File: src/rtl/mac_operand_sequencer.sv
// Operand/result sequencer around the combinational 3x3 matrix MAC: 32-bit operand words in, 32-bit result beats out.
// Optional feature macro MAC_REUSE_B_EN: adds reuse_b_i, which lets an operation skip LOAD_B and keep the previous matrix B.
module mac_operand_sequencer #(
   parameter int DATA_WIDTH = 72,
   parameter int MAT_SIZE   = 3,
   parameter int VAR_WIDTH  = 8,
   parameter int WORD_WIDTH = 32,
   parameter int BEATS      = 3
) (
   input  logic                  clk,
   input  logic                  reset,
   input  logic                  start_i,
   input  logic [1:0]            op_i,
`ifdef MAC_REUSE_B_EN
   input  logic                  reuse_b_i,
`endif
   output logic                  busy_o,
   output logic                  err_o,
   input  logic                  in_valid_i,
   output logic                  in_ready_o,
   input  logic [WORD_WIDTH-1:0] in_data_i,
   output logic [DATA_WIDTH-1:0] matrixA_o,
   output logic [DATA_WIDTH-1:0] matrixB_o,
   output logic [1:0]            mac_op_o,
   input  logic [DATA_WIDTH-1:0] result_i,
   output logic                  out_valid_o,
   input  logic                  out_ready_i,
   output logic [WORD_WIDTH-1:0] out_data_o,
   output logic                  out_last_o
);

   localparam int ELEMS = MAT_SIZE * MAT_SIZE;
   localparam int EPW   = WORD_WIDTH / VAR_WIDTH;
   localparam int CNT_W = (BEATS > 1) ? $clog2(BEATS) : 1;
   localparam logic [CNT_W-1:0] LAST_BEAT  = CNT_W'(BEATS - 1);
   localparam logic [1:0]       OP_ILLEGAL = 2'b11;

   typedef enum logic [2:0] {IDLE, LOAD_A, LOAD_B, EXEC, DRAIN} state_t;

   state_t                  state_q, state_d;
   logic [CNT_W-1:0]        cnt_q, cnt_d;
   logic [DATA_WIDTH-1:0]   mat_a_q, mat_a_d;
   logic [DATA_WIDTH-1:0]   mat_b_q, mat_b_d;
   logic [DATA_WIDTH-1:0]   result_q, result_d;
   logic [1:0]              op_q, op_d;
   logic                    busy_q, busy_d;
   logic                    in_ready_q, in_ready_d;
   logic                    out_valid_q, out_valid_d;
   logic                    err_q, err_d;
   logic                    reuse_b;
   logic                    in_fire;
   logic                    out_fire;

`ifdef MAC_REUSE_B_EN
   logic                    reuse_q, reuse_d;
   assign reuse_b = reuse_q;
`else
   assign reuse_b = 1'b0;
`endif

   // Element e sits at [DATA_WIDTH-1-VAR_WIDTH*e -: VAR_WIDTH]; beat n byte b carries element EPW*n+b.
   function automatic logic [DATA_WIDTH-1:0] write_beat(input logic [DATA_WIDTH-1:0] mat,
                                                        input logic [CNT_W-1:0]      beat,
                                                        input logic [WORD_WIDTH-1:0] word);
      logic [DATA_WIDTH-1:0] m;
      int                    e;
      m = mat;
      for (int b = 0; b < EPW; b++) begin
         e = int'(beat) * EPW + b;
         if (e < ELEMS) m[DATA_WIDTH-1-VAR_WIDTH*e -: VAR_WIDTH] = word[VAR_WIDTH*b +: VAR_WIDTH];
      end
      return m;
   endfunction

   function automatic logic [WORD_WIDTH-1:0] read_beat(input logic [DATA_WIDTH-1:0] mat,
                                                       input logic [CNT_W-1:0]      beat);
      logic [WORD_WIDTH-1:0] w;
      int                    e;
      w = '0;
      for (int b = 0; b < EPW; b++) begin
         e = int'(beat) * EPW + b;
         if (e < ELEMS) w[VAR_WIDTH*b +: VAR_WIDTH] = mat[DATA_WIDTH-1-VAR_WIDTH*e -: VAR_WIDTH];
      end
      return w;
   endfunction

   assign in_fire  = in_valid_i & in_ready_q;
   assign out_fire = out_valid_q & out_ready_i;

   always_comb begin
      state_d  = state_q;
      cnt_d    = cnt_q;
      mat_a_d  = mat_a_q;
      mat_b_d  = mat_b_q;
      result_d = result_q;
      op_d     = op_q;
      err_d    = 1'b0;
`ifdef MAC_REUSE_B_EN
      reuse_d  = reuse_q;
`endif
      case (state_q)
         IDLE: begin
            if (start_i) begin
               if (op_i == OP_ILLEGAL) begin
                  err_d = 1'b1;
               end else begin
                  op_d    = op_i;
                  cnt_d   = '0;
                  state_d = LOAD_A;
`ifdef MAC_REUSE_B_EN
                  reuse_d = reuse_b_i;
`endif
               end
            end
         end
         LOAD_A: begin
            if (in_fire) begin
               mat_a_d = write_beat(mat_a_q, cnt_q, in_data_i);
               if (cnt_q == LAST_BEAT) begin
                  cnt_d   = '0;
                  state_d = reuse_b ? EXEC : LOAD_B;
               end else begin
                  cnt_d = cnt_q + 1'b1;
               end
            end
         end
         LOAD_B: begin
            if (in_fire) begin
               mat_b_d = write_beat(mat_b_q, cnt_q, in_data_i);
               if (cnt_q == LAST_BEAT) begin
                  cnt_d   = '0;
                  state_d = EXEC;
               end else begin
                  cnt_d = cnt_q + 1'b1;
               end
            end
         end
         // The MAC has had a full cycle to settle on the held operands.
         EXEC: begin
            result_d = result_i;
            state_d  = DRAIN;
         end
         DRAIN: begin
            if (out_fire) begin
               if (cnt_q == LAST_BEAT) begin
                  cnt_d   = '0;
                  state_d = IDLE;
               end else begin
                  cnt_d = cnt_q + 1'b1;
               end
            end
         end
         default: begin
            state_d = IDLE;
            cnt_d   = '0;
         end
      endcase
      // Handshake/status outputs are registered from the next state so they track it exactly.
      busy_d      = (state_d != IDLE);
      in_ready_d  = (state_d == LOAD_A) || (state_d == LOAD_B);
      out_valid_d = (state_d == DRAIN);
   end

   always_ff @(posedge clk or posedge reset) begin
      if (reset) begin
         state_q     <= IDLE;
         cnt_q       <= '0;
         mat_a_q     <= '0;
         mat_b_q     <= '0;
         result_q    <= '0;
         op_q        <= 2'b00;
         busy_q      <= 1'b0;
         in_ready_q  <= 1'b0;
         out_valid_q <= 1'b0;
         err_q       <= 1'b0;
`ifdef MAC_REUSE_B_EN
         reuse_q     <= 1'b0;
`endif
      end else begin
         state_q     <= state_d;
         cnt_q       <= cnt_d;
         mat_a_q     <= mat_a_d;
         mat_b_q     <= mat_b_d;
         result_q    <= result_d;
         op_q        <= op_d;
         busy_q      <= busy_d;
         in_ready_q  <= in_ready_d;
         out_valid_q <= out_valid_d;
         err_q       <= err_d;
`ifdef MAC_REUSE_B_EN
         reuse_q     <= reuse_d;
`endif
      end
   end

   assign busy_o      = busy_q;
   assign err_o       = err_q;
   assign in_ready_o  = in_ready_q;
   assign matrixA_o   = mat_a_q;
   assign matrixB_o   = mat_b_q;
   assign mac_op_o    = op_q;
   assign out_valid_o = out_valid_q;
   assign out_data_o  = read_beat(result_q, cnt_q);
   assign out_last_o  = out_valid_q & (cnt_q == LAST_BEAT);

endmodule

File: config.mk
export PLATFORM = sky130hd
export DESIGN_NAME = mac_operand_sequencer
export DESIGN_NICKNAME = d
export VERILOG_FILES = /design/src/rtl/mac_operand_sequencer.sv
export SDC_FILE = /design/constraint.sdc
export NUM_CORES = 1
export LEC_CHECK = 0
export ABC_AREA = 1
export ABC_CLOCK_PERIOD_IN_PS = 11450
export CORE_MARGIN = 2
export CORE_UTILIZATION = 30
export DETAILED_ROUTE_END_ITERATION = 8
export GPL_TIMING_DRIVEN = 1
export PLACE_DENSITY = 0.61
export SYNTH_ARGS = -nofsm -noshare
export SYNTH_HDL_FRONTEND = slang
export SYNTH_SLANG_ARGS = --single-unit
File: constraint.sdc
create_clock -name clk -period 11.45 [get_ports clk]
set_clock_uncertainty 0.1 [all_clocks]
set_input_delay 2.29 -clock clk [delete_from_list [all_inputs] [get_ports clk]]
set_output_delay 2.29 -clock clk [all_outputs]
set_load 0.05 [all_outputs]
### After elaboration in Yosys (flattened, before gate mapping)

Index checks and enable logic that the tools add are counted.

* input port bits: 111
* output and inout bits: 183
* flip-flop bits (word level): 227
* logic and storage cells: 114

* equality and inequality tests: 13
* shifts and indexed selects: 12
* muxes and demuxes: 50
* magnitude comparators: 4
* bitwise logic cells: 5
* $add $sub $neg: 12
* reduce and logical (&&, ||, !) cells: 8

Operators with widths (number)
* two-way mux 72 bit: 20
* bitwise mux 72 bit: 8
* variable shift 8 x 33 -> 79 bit (first input constant): 4
* indexed part select 8 x 33 -> 79 bit: 4
* indexed part select 79 x 9 -> 8 bit: 3
* negator 9 -> 33 bit: 3
* indexed part select 79 x 8 -> 8 bit: 1
* negator 8 -> 33 bit: 1
* two-way mux 8 bit: 4
* subtractor 7 x 8 -> 9 bit (first input constant): 3
* two-way mux 3 bit: 8
* less-than comparator 5 x 4 -> 1 bit (second input constant): 3
* case mux 3 bit (5 select lines): 1
* adder 4 x 2 -> 5 bit (second input constant): 2
* two-way mux 2 bit: 5
* equality test 3 x 2 -> 1 bit (second input constant): 3
* case mux 2 bit (4 select lines): 1
* subtractor 7 x 7 -> 8 bit (first input constant): 1
* equality test 3 x 1 -> 1 bit (second input constant): 2
* equality test 3 bit (second input constant): 2
* != test 2 bit (second input constant): 3
* adder 4 x 1 -> 5 bit (second input constant): 1
* AND reduction 5 bit: 1
* equality test 2 bit (second input constant): 2
* 12 further kinds: 18

### Longest topological paths before layout

Gate-level depths: netlist of run 1.

* depth in word-level cells: 17
* mapped depth: 11
* mapped depth without buffers: 8

### Worst setup path after synthesis of run 1

OpenSTA, ideal clock, no wires.

* kind: register to output
* from: reg cnt_q[1]
* to: out out_data_o[2]
* data arrival time: 2.770 ns
* data required time: 9.060 ns
* cell stages (with the launch flop): 12
* slack: 6.290 ns
* cell sequence: dfrtp_1 -> buf_2 -> clkinv_1 -> buf_2 -> buf_2 -> ha_1 -> buf_2 -> inv_1 -> buf_2 -> a21oi_1 -> o21ai_0 -> a21oi_1

* cells in the longest elaborated chain, start to end: 3
* elaborated cells between the ends (all ways): 4
* classes of those cells: 1 x add/sub; 1 x order compare; 1 x shift; 1 x mux

Ends and longest elaborated chain
* from (decl): line 41 `logic [CNT_W-1:0] cnt_q, cnt_d;`
* from (signal assigned): line 181 `cnt_q <= cnt_d;`
* subtractor 7 x 7 -> 8 bit: line 82 `if (e < ELEMS) w[VAR_WIDTH*b +: VAR_WIDTH] = mat[DATA_WIDTH-1-VAR_WIDTH*e -: VAR_WIDTH];`
* indexed part select 79 x 8 -> 8 bit: line 82
* two-way mux 8 bit (*): line 82
* to (decl): line 28 `output logic [WORD_WIDTH-1:0] out_data_o,`

Every way passes the cells marked *; elsewhere a longest branch is shown, timed or not.

### Worst setup path in the final report of run 1

* from: reg cnt_q[0]
* to: out out_data_o[2]

Same word-level chain as after synthesis.

==> impl_results.md, run 1 <==
* Syn. warnings at 0
* Mapped Cells at 1137
* Max frequency at 141.7 MHz
* RSZ-0062 raised after global routing: no
* Vias in the first global route at 8728
* H-tree levels at 1
* Fraction of registers with async set/reset at 100.0%
* Diode count at 0
* Full die area at 34350 um^2
* PortBufs at 293
* Synth Register Bits at 227
* WL final at 30700 um
* Hold buffer count at CTS at 0
* Drt wl/cell at 16.53 um
* Syn avg cell area at 8.676 um^2
* Sequential-to-total area share from yosys stat at 57.58%
* PD cells at 300.8 nW/um^2
* Antenna Nets Post-Route at 0
* Max-slew violation count at 0
* Post-synth EDFFs at 0
* Critical path fanouts, max at 77
* Grt ovf at 0
* Worst VDD drop at 0.2416 mV
* Layout cells sized above 1 at 5.795%
* Setup Fix Bufs, Post-CTS at 0
* Leakage at 6.371 nW
* Worst Path Class, Setup: flip-flop to output port
* Initial DRC Count at 466
* # setup viols final at 0
* Via count at 8535
* Startpoint Class: flip-flop
* Worst EP arrival at 4.67 ns
* Initial antenna violation count at 0
* Clk sink count at 227
* Non-Filler Instances at 1857
* Final Hold Vio Count at 0
* Clock transition at path regs at 0.06 ns
* First-pass GRT wire length at 48470 um
* Largest net degree at the start of global routing at 93
* Num rows at 66
* Drt drc at 0
* Fin Setup TNS at 0 ns
* Status: finished clean
* Minimum clock period at 7.055 ns
* Die X at 185.3 um
* Clock root buffer: clkbuf_16
* Crit path capture type: output port
* Final Wtd Congestion at 0.8598
* Core ar. at 32450 um^2
* Initial Utilization at 30.40%
* Design Area, Final at 13800 um^2
* Worst-Margin Slew at 1.109 ns
* CTS tree: done
* CTS max path bufs at 3
* Clk_lat worst skew at 0.53 ns
* Hold Crit Class: flip-flop to flip-flop
* Die height at 185.3 um
* Nets at 1515
* # resized after CTS at 0
* Period utilisation layout at 61.62%
* Top-Level Pins at 294
* Cell total after placement at 1812
* Worst Path Required at 9.06 ns
* Maxcap violations at 0
* Synth Flop Type: dfrtp_1
* Area growth syn-to-layout at 39.90%
* Pre-antenna DRT Iters at 4
* Overall routing resource usage at 17.82%
* Synth cell types at 29
* Synth Cell Area at 9864 um^2
* Num CTS Buffers at 26
* Vias per inst at 4.596
* Max_slew headroom at 26.08%
* Dpl hpwl at 21070 um
* Synth Net Count at 1254
* Placed instance area at 12980 um^2
## through the flow
stage	power, mW	hold WS (ns)	util (%)	worst slack, ns
6_report	4.151	0.3724	42.52	4.395
5_1_grt	4.406	0.3955	42.52	4.002
4_1_cts	4.195	0.3759	42.52	4.352
3_5_place_dp	3.371	0.3600	40.01	4.951
3_3_place_gp	3.352	0.3569	40.01	5.089
2_1_floorplan	2.664	0.3436	-	2.840
## placed cells by master, fill, tap and decap left out, types with 2 or more instances in the layout
cell type / count
nor2_1: 79
inv_1: 39
dfrtp_1: 226
o21ai_1: 90
nand2_4: 4
clkbuf_16: 26
o21ai_0: 100
clkdlybuf4s50_1: 293
o21ai_2: 5
inv_2: 7
nand4_1: 9
clkbuf_1: 2
clkbuf_8: 4
buf_4: 7
nand2_2: 4
nor3_1: 8
nor2_4: 3
clkinv_2: 10
a21oi_1: 20
nand3_4: 2
ha_1: 6
nand3_1: 53
nand2_1: 405
## logic make-up after synthesis
group,after synthesis,share of synthesized area (%)
adder cells (fa/ha/maj),6,0.7610
AND/OR/NAND/NOR,571,24.11
AO/OA/AOI/OAI,217,11.26
flip-flops,227,57.59
buffers and inverters,116,6.279
## final timing paths
check / depth (start not counted) / slack, ns / startpoint / endpoint
max in group asynchronous: 3 / 7.62 / reset / cnt_q[0]
min in group asynchronous: 2 / 2.17 / reset / matrixA_o[59]
worst max-delay path: 8 / 4.39 / cnt_q[0] / out_data_o[2]
worst min register to register: 2 / 0.37 / result_q[62] / result_q[62]
worst max register to register: 8 / 8.05 / cnt_q[1] / matrixA_o[15]
worst min-delay path: 2 / 0.37 / result_q[62] / result_q[62]
## worst max-delay path, cell delays in order (launching register included)
cell and delay (ns):
dfrtp_2 1.10, inv_2 0.02, buf_4 0.43, ha_1 0.81, inv_1 0.39, a21oi_1 0.20, o21ai_0 0.13, a21oi_1 0.20
clkdlybuf4s50_1 0.82
## registers in the layout (all words and copies together), names as in the netlist
name,cells
busy_o,1
matrixB_o,72
cnt_q,2
matrixA_o,72
result_q,72
in_ready_o,1
mac_op_o,2
err_o,1
state_q,3
out_valid_o,1
## cell usage after synthesis (2+ instances only)
| cell | number | area share, % |
|---|---|---|
| nand3_4 | 2 | 0.36 |
| nor3_1 | 8 | 0.41 |
| clkinv_1 | 2 | 0.076 |
| nand2_2 | 4 | 0.25 |
| buf_4 | 3 | 0.23 |
| clkbuf_1 | 8 | 0.30 |
| ha_1 | 6 | 0.76 |
| inv_2 | 5 | 0.19 |
| buf_6 | 17 | 1.9 |
| a21oi_1 | 20 | 1.0 |
| nand4_1 | 9 | 0.57 |
| inv_1 | 41 | 1.6 |
| nand2_4 | 4 | 0.46 |
| o21ai_0 | 100 | 5.1 |
| nand2_1 | 405 | 15 |
| nor2_1 | 79 | 3.0 |
| o21ai_2 | 5 | 0.44 |
| nand3_1 | 54 | 2.7 |
| buf_1 | 5 | 0.19 |
| o21ai_1 | 90 | 4.6 |
| nor2_4 | 3 | 0.34 |
| dfrtp_1 | 227 | 58 |
| buf_2 | 34 | 1.7 |
## power by group
part / total [mW] / internal (mW) / switching (mW) / leakage [nW]
clock network: 0.803 / 0.463 / 0.340 / 0.412
logic: 2.08 / 0.646 / 1.44 / 2.99
registers: 1.27 / 1.08 / 0.191 / 2.97
## layout make-up
| cell class | instances | area, um^2 |
|---|---|---|
| Fill cell | 3270 | 18650 |
| Inverter | 49 | 193.9 |
| Timing Repair Buffer | 300 | 2985 |
| Clock buffer | 32 | 713.2 |
| Clock inverter | 13 | 103.9 |
| Multi-Input combinational cell | 794 | 3570 |
| Tap cell | 442 | 553.0 |
| Sequential cell | 227 | 5682 |
## routing by layer
metal	global-route usage (%)	share of wire (%)
met5	0	0
met4	4.032	2.1
met3	5.092	8.2
met1	23.76	45
met2	28.67	44
Power figures use the tool's default switching activity.
==> run 2, diff against run 1 <==
--- a/config.mk
+++ b/config.mk
@@ -6,7 +6,7 @@
 export NUM_CORES = 1
 export LEC_CHECK = 0
 export ABC_AREA = 1
-export ABC_CLOCK_PERIOD_IN_PS = 11450
+export ABC_CLOCK_PERIOD_IN_PS = 7200
 export CORE_MARGIN = 2
 export CORE_UTILIZATION = 30
 export DETAILED_ROUTE_END_ITERATION = 8
==> constraint.sdc (replaced) <==
create_clock -name clk -period 7.2 [get_ports clk]
set_clock_uncertainty 0.1 [all_clocks]
set_input_delay 1.44 -clock clk [delete_from_list [all_inputs] [get_ports clk]]
set_output_delay 1.44 -clock clk [all_outputs]
set_load 0.05 [all_outputs]
==> run 2 against run 1 <==
Clock power grew 61%; critical path type unchanged; cell area grew 0.43%; total power grew 60%; die area is the same; sequential power grew 54%; critical path depth is the same; combinational power grew 63%; setup slack lost 2.7 ns; largest cell class unchanged.
==> impl_results.md, run 2 (synthesis results as in run 1) <==
* Status: finished clean
* Minimum clock period at 5.463 ns
* Max frequency at 183.1 MHz
* Worst Path Required at 5.66 ns
* Share of the core filled with cells at 42.71%
* Post-place setup slack at 2.260 ns
* Hold Crit Class: flip-flop to flip-flop
* CTS max path bufs at 3
* # resized after CTS at 0
* Layout cells sized above 1 at 5.841%
* Period utilisation layout at 75.87%
* Nets at 1518
* Worst-Margin Slew at 0.8939 ns
* Leakage at 6.377 nW
* H-tree levels at 1
* Slowest-stage cell, CP: clkdlybuf4s50_1
* Dpl hpwl at 20810 um
* Clk_lat worst skew at 0.53 ns
* Num CTS Buffers at 27
* Drt wl/cell at 16.26 um
* Diode count at 0
* Clock transition at path regs at 0.06 ns
* WL final at 30290 um
* Vias in the first global route at 8533
* Max_slew headroom at 40.41%
* Initial Utilization at 30.40%
* # setup viols final at 0
* Final setup margin at 1.737 ns
* Setup Fix Bufs, Post-CTS at 0
* Drt drc at 0
* Crit path capture type: output port
* Antenna Nets Post-Route at 0
* Max-slew violation count at 0
* Hold Path Depth at 2
* RSZ-0062 raised after global routing: no
* Area growth syn-to-layout at 40.50%
* RR Endpoint: matrixA_o[32]
* Clk sink count at 227
* Worst Path Class, Setup: flip-flop to output port
* First-pass GRT wire length at 47210 um
* Worst VDD drop at 0.4701 mV
* Hold EP: result_q[42]
* Final Hold Vio Count at 0
* Most used cell along the critical path: a21oi_1
* Fin Setup TNS at 0 ns
* Most frequent cells in the layout: 405 x nand2_1, 293 x clkdlybuf4s50_1, 226 x dfrtp_1, 100 x o21ai_0, 90 x o21ai_1
* CP max stage delay at 0.82 ns
* Maxcap violations at 0
* Die height at 185.3 um
* Grt ovf at 0
* Non-Filler Instances at 1863
* Num rows at 66
* Via count at 8665
* Register-to-register path setup slack at 4.21 ns
* PD cells at 478.3 nW/um^2
* Largest net degree at the start of global routing at 129
* Worst EP arrival at 3.92 ns
* Final Wtd Congestion at 0.8521
* PortBufs at 293
* Crit-path cells: inv_2 > buf_4 > ha_1 > inv_1 > a21oi_1 > o21ai_0 > a21oi_1 > clkdlybuf4s50_1
* Top-Level Pins at 294
* Initial DRC Count at 592
* Critical path fanouts, max at 73
* Core ar. at 32450 um^2
* Most common cell after layout, fill and taps aside: nand2_1
* Hold buffer count at CTS at 0
* Pre-antenna DRT Iters at 5
* Full die area at 34350 um^2
* CTS tree: done
* Overall routing resource usage at 17.36%
* Startpoint Class: flip-flop
* Design Area, Final at 13860 um^2
* Clock root buffer: clkbuf_16
* Hold_sp: result_q[42]
* FF-to-FF path depth at 7
* Cell total after placement at 1814
* Reg-to-reg startpoint: cnt_q[0]
* Die X at 185.3 um
* Placed instance area at 13010 um^2
* Vias per inst at 4.651
* Initial antenna violation count at 0
[run 2: changes by cell type in the layout (fill, tap and decap cells not counted), sizes merged]
cell,change
clkinvlp,+4
clkinv,-8
clkbuf,+9
buf,+2
bufinv,-1
[run 2: routing by layer]
layer | global-route usage, % | share of wire (%) | vias to the layer above
li1 | - | - | 4184
met1 | 22.81 | 44 | 4080
met2 | 27.88 | 44 | 357
met3 | 5.014 | 8.9 | 44
met4 | 4.825 | 2.4 | 0
met5 | 0 | 0 | -
[run 2: metrics by stage]
step,power [mW],hold WS (ns)
after detailed placement,5.367,0.3605
final,6.629,0.3743
after floorplan,4.238,0.3436
after CTS,6.699,0.3764
after global routing,7.030,0.3898
after global placement,5.335,0.3570
[run 2: layout make-up]
| class | count | area (um^2) |
|---|---|---|
| flip-flops and latches | 227 | 5682 |
| multi-input cells | 794 | 3570 |
| repair buffers | 302 | 3013 |
| clock buffers | 41 | 798.3 |
| fillers | 3195 | 18590 |
| inverters | 49 | 190.2 |
| clock inverters | 8 | 53.80 |
| well taps | 442 | 553.0 |
[run 2: worst max path at each step]
stage	startpoint	to	slack (ns)	cells past startpoint
2_1_floorplan	reset	busy_o	2.69	1
3_3_place_gp	cnt_q[1]	out_data_o[1]	2.35	8
3_5_place_dp	cnt_q[1]	out_data_o[5]	2.26	8
4_1_cts	cnt_q[1]	out_data_o[5]	1.67	8
5_1_grt	cnt_q[1]	out_data_o[0]	1.33	8
6_report	cnt_q[1]	out_data_o[5]	1.74	8
[run 2: report_power, final]
group / switching [mW] / internal [mW]
Sequential: 0.244 / 1.71
Clock: 0.533 / 0.762
Combinational: 2.35 / 1.03
Total: 3.12 / 3.51
[run 2: critical path, delay by kind of cell, from the launching register on]
family                     cells  cell delay (ns)
DFF                            1             0.38
AOI/OAI and AO/OA              3             0.52
buffers and inverters          4             1.85
adders and majority gates      1             0.63
==> run 3, diff against run 2 <==
--- a/config.mk
+++ b/config.mk
@@ -6,7 +6,7 @@
 export NUM_CORES = 1
 export LEC_CHECK = 0
 export ABC_AREA = 1
-export ABC_CLOCK_PERIOD_IN_PS = 7200
+export ABC_CLOCK_PERIOD_IN_PS = 5400
 export CORE_MARGIN = 2
 export CORE_UTILIZATION = 30
 export DETAILED_ROUTE_END_ITERATION = 8
==> constraint.sdc (replaced) <==
create_clock -name clk -period 5.4 [get_ports clk]
set_clock_uncertainty 0.1 [all_clocks]
set_input_delay 1.08 -clock clk [delete_from_list [all_inputs] [get_ports clk]]
set_output_delay 1.08 -clock clk [all_outputs]
set_load 0.05 [all_outputs]
==> run 3 against run 2 <==
Sequential cell count stayed put; register-to-register slack got worse by 1.9 ns; largest power group unchanged; sequential power up 34%; sequential share of layout area is 0.19 points lower; critical endpoint is now out_data_o[3]; cell area grew 0.47%; setup slack lost 0.84 ns.
==> impl_results.md, run 3 (synthesis results as in run 1) <==
* Status: finished clean
* Initial Utilization at 30.40%
* Setup Fix Bufs, Post-CTS at 0
* Max_slew headroom at 40.03%
* H-tree levels at 1
* Part of the power in registers at 29.3%
* First-pass GRT wire length at 47980 um
* Post-place setup slack at 1.454 ns
* Design Area, Final at 13920 um^2
* Hold Crit Class: flip-flop to flip-flop
* Max frequency at 222.3 MHz
* Maxcap violations at 0
* Register-to-register path setup slack at 2.36 ns
* Top Layer Used: met4
* Crit path capture type: output port
* Most frequent cells in the layout: 405 x nand2_1, 285 x clkdlybuf4s50_1, 226 x dfrtp_1, 100 x o21ai_0, 90 x o21ai_1
* Largest net degree at the start of global routing at 122
* Layout cells sized above 1 at 6.685%
* Vias in the first global route at 8507
* Core ar. at 32450 um^2
* Die X at 185.3 um
* RR Endpoint: matrixA_o[36]
* Critical path fanouts, max at 43
* Initial antenna violation count at 0
* Worst Path Required at 4.22 ns
* Multi-input combinational cell area at 3570 um^2
* Filler Cell Count at 3223
* Worst VDD drop at 0.4918 mV
* Hold WS at 0.3759 ns
* Overall routing resource usage at 17.76%
* Via count at 8604
* Reg-to-reg startpoint: cnt_q[0]
* Num rows at 66
* Antenna Nets Post-Route at 0
* Leakage at 6.444 nW
* Hold Path Depth at 2
* Hold EP: result_q[54]
* Pre-antenna DRT Iters at 5
* Startpoint Class: flip-flop
* Dpl hpwl at 21090 um
* Max-slew violation count at 0
* Period utilisation layout at 83.30%
* Metal3 WL at 2449 um
* PortBufs at 293
* Clk sink count at 227
* Drt drc at 0
* Area growth syn-to-layout at 41.16%
* CTS tree: done
* Clk_lat worst skew at 0.53 ns
* FF-to-FF path depth at 6
* Final setup margin at 0.9019 ns
* Top-Level Pins at 294
* Register area at 5682 um^2
* Initial DRC Count at 403
* Worst Path Class, Setup: flip-flop to output port
* Full die area at 34350 um^2
* Clock root buffer: clkbuf_16
* WL met1 at 13770 um
* Sw frac at 46.61%
* # setup viols final at 0
* Final Wtd Congestion at 0.8280
* Minimum clock period at 4.498 ns
* Num CTS Buffers at 27
* Fin Setup TNS at 0 ns
* Most common cell after layout, fill and taps aside: nand2_1
* CTS max path bufs at 3
* WL final at 30720 um
* Internal at 4.791 mW
* Clock share of power at 20.9%
* Hold buffer count at CTS at 0
* Nets at 1518
* Grt ovf at 0
* Combinational share of power at 49.8%
* Cell total after placement at 1814
* Worst EP arrival at 3.32 ns
* Die height at 185.3 um
* Hold_sp: result_q[54]
* Clock transition at path regs at 0.06 ns
* Tot Pwr at 8.974 mW
* DR WL met2 at 14050 um
* Non-Filler Instances at 1863
* RSZ-0062 raised after global routing: no
* Vias per inst at 4.618
* Placed instance area at 13000 um^2
* # resized after CTS at 0
* Share of the core filled with cells at 42.91%
* Drt wl/cell at 16.49 um
* Final Hold Vio Count at 0
* Worst-Margin Slew at 0.8995 ns
* Diode count at 0
* PD cells at 644.5 nW/um^2
* Psw at 4.183 mW
run 3: cell types whose count changed in the layout (fill, tap and decap cells not counted), sizes merged:
cell | before | now
buf | 9 | 17
bufinv | 0 | 3
clkbuf | 41 | 37
clkdlybuf4s50 | 293 | 285
clkinv | 4 | 9
clkinvlp | 5 | 2
inv | 48 | 47
run 3: area by class of cell:
| type | count | area share [%] |
|---|---|---|
| flip-flops and latches | 227 | 40.80 |
| multi-input cells | 794 | 25.64 |
| repair buffers | 302 | 21.58 |
| clock buffers | 37 | 5.625 |
| well taps | 442 | 3.972 |
| inverters | 49 | 1.366 |
| clock inverters | 12 | 1.015 |
run 3: worst max path at each step:
stage	start	cells after the start	end	slack (ns)
2_1_floorplan	reset	1	busy_o	1.25
3_3_place_gp	cnt_q[1]	7	out_data_o[0]	1.59
3_5_place_dp	cnt_q[1]	7	out_data_o[3]	1.45
4_1_cts	cnt_q[1]	7	out_data_o[5]	0.88
5_1_grt	cnt_q[1]	7	out_data_o[5]	0.64
6_report	cnt_q[1]	7	out_data_o[3]	0.90
run 3: power groups by stage:
stage	logic [mW]	registers, mW	clock network (mW)
2_1_floorplan	2.08	3.57	0
3_3_place_gp	4.44	2.65	0
3_5_place_dp	4.50	2.64	0
4_1_cts	4.51	2.63	1.92
5_1_grt	4.81	2.69	1.99
6_report	4.47	2.63	1.87
run 3: layer usage:
layer  vias to the layer above  global-route usage [%]
li1                       4190                       -
met2                       315                   28.87
met1                      4067                   24.10
met5                         -                       0
met4                         0                   3.810
met3                        32                   4.168
run 3: worst max-delay path: stages (launching register included):
cell	delay (ns)
dfrtp_1	0.38
inv_2	0.55
ha_1	0.66
inv_1	0.44
a21oi_1	0.22
o21ai_0	0.12
a21oi_1	0.18
buf_4	0.22
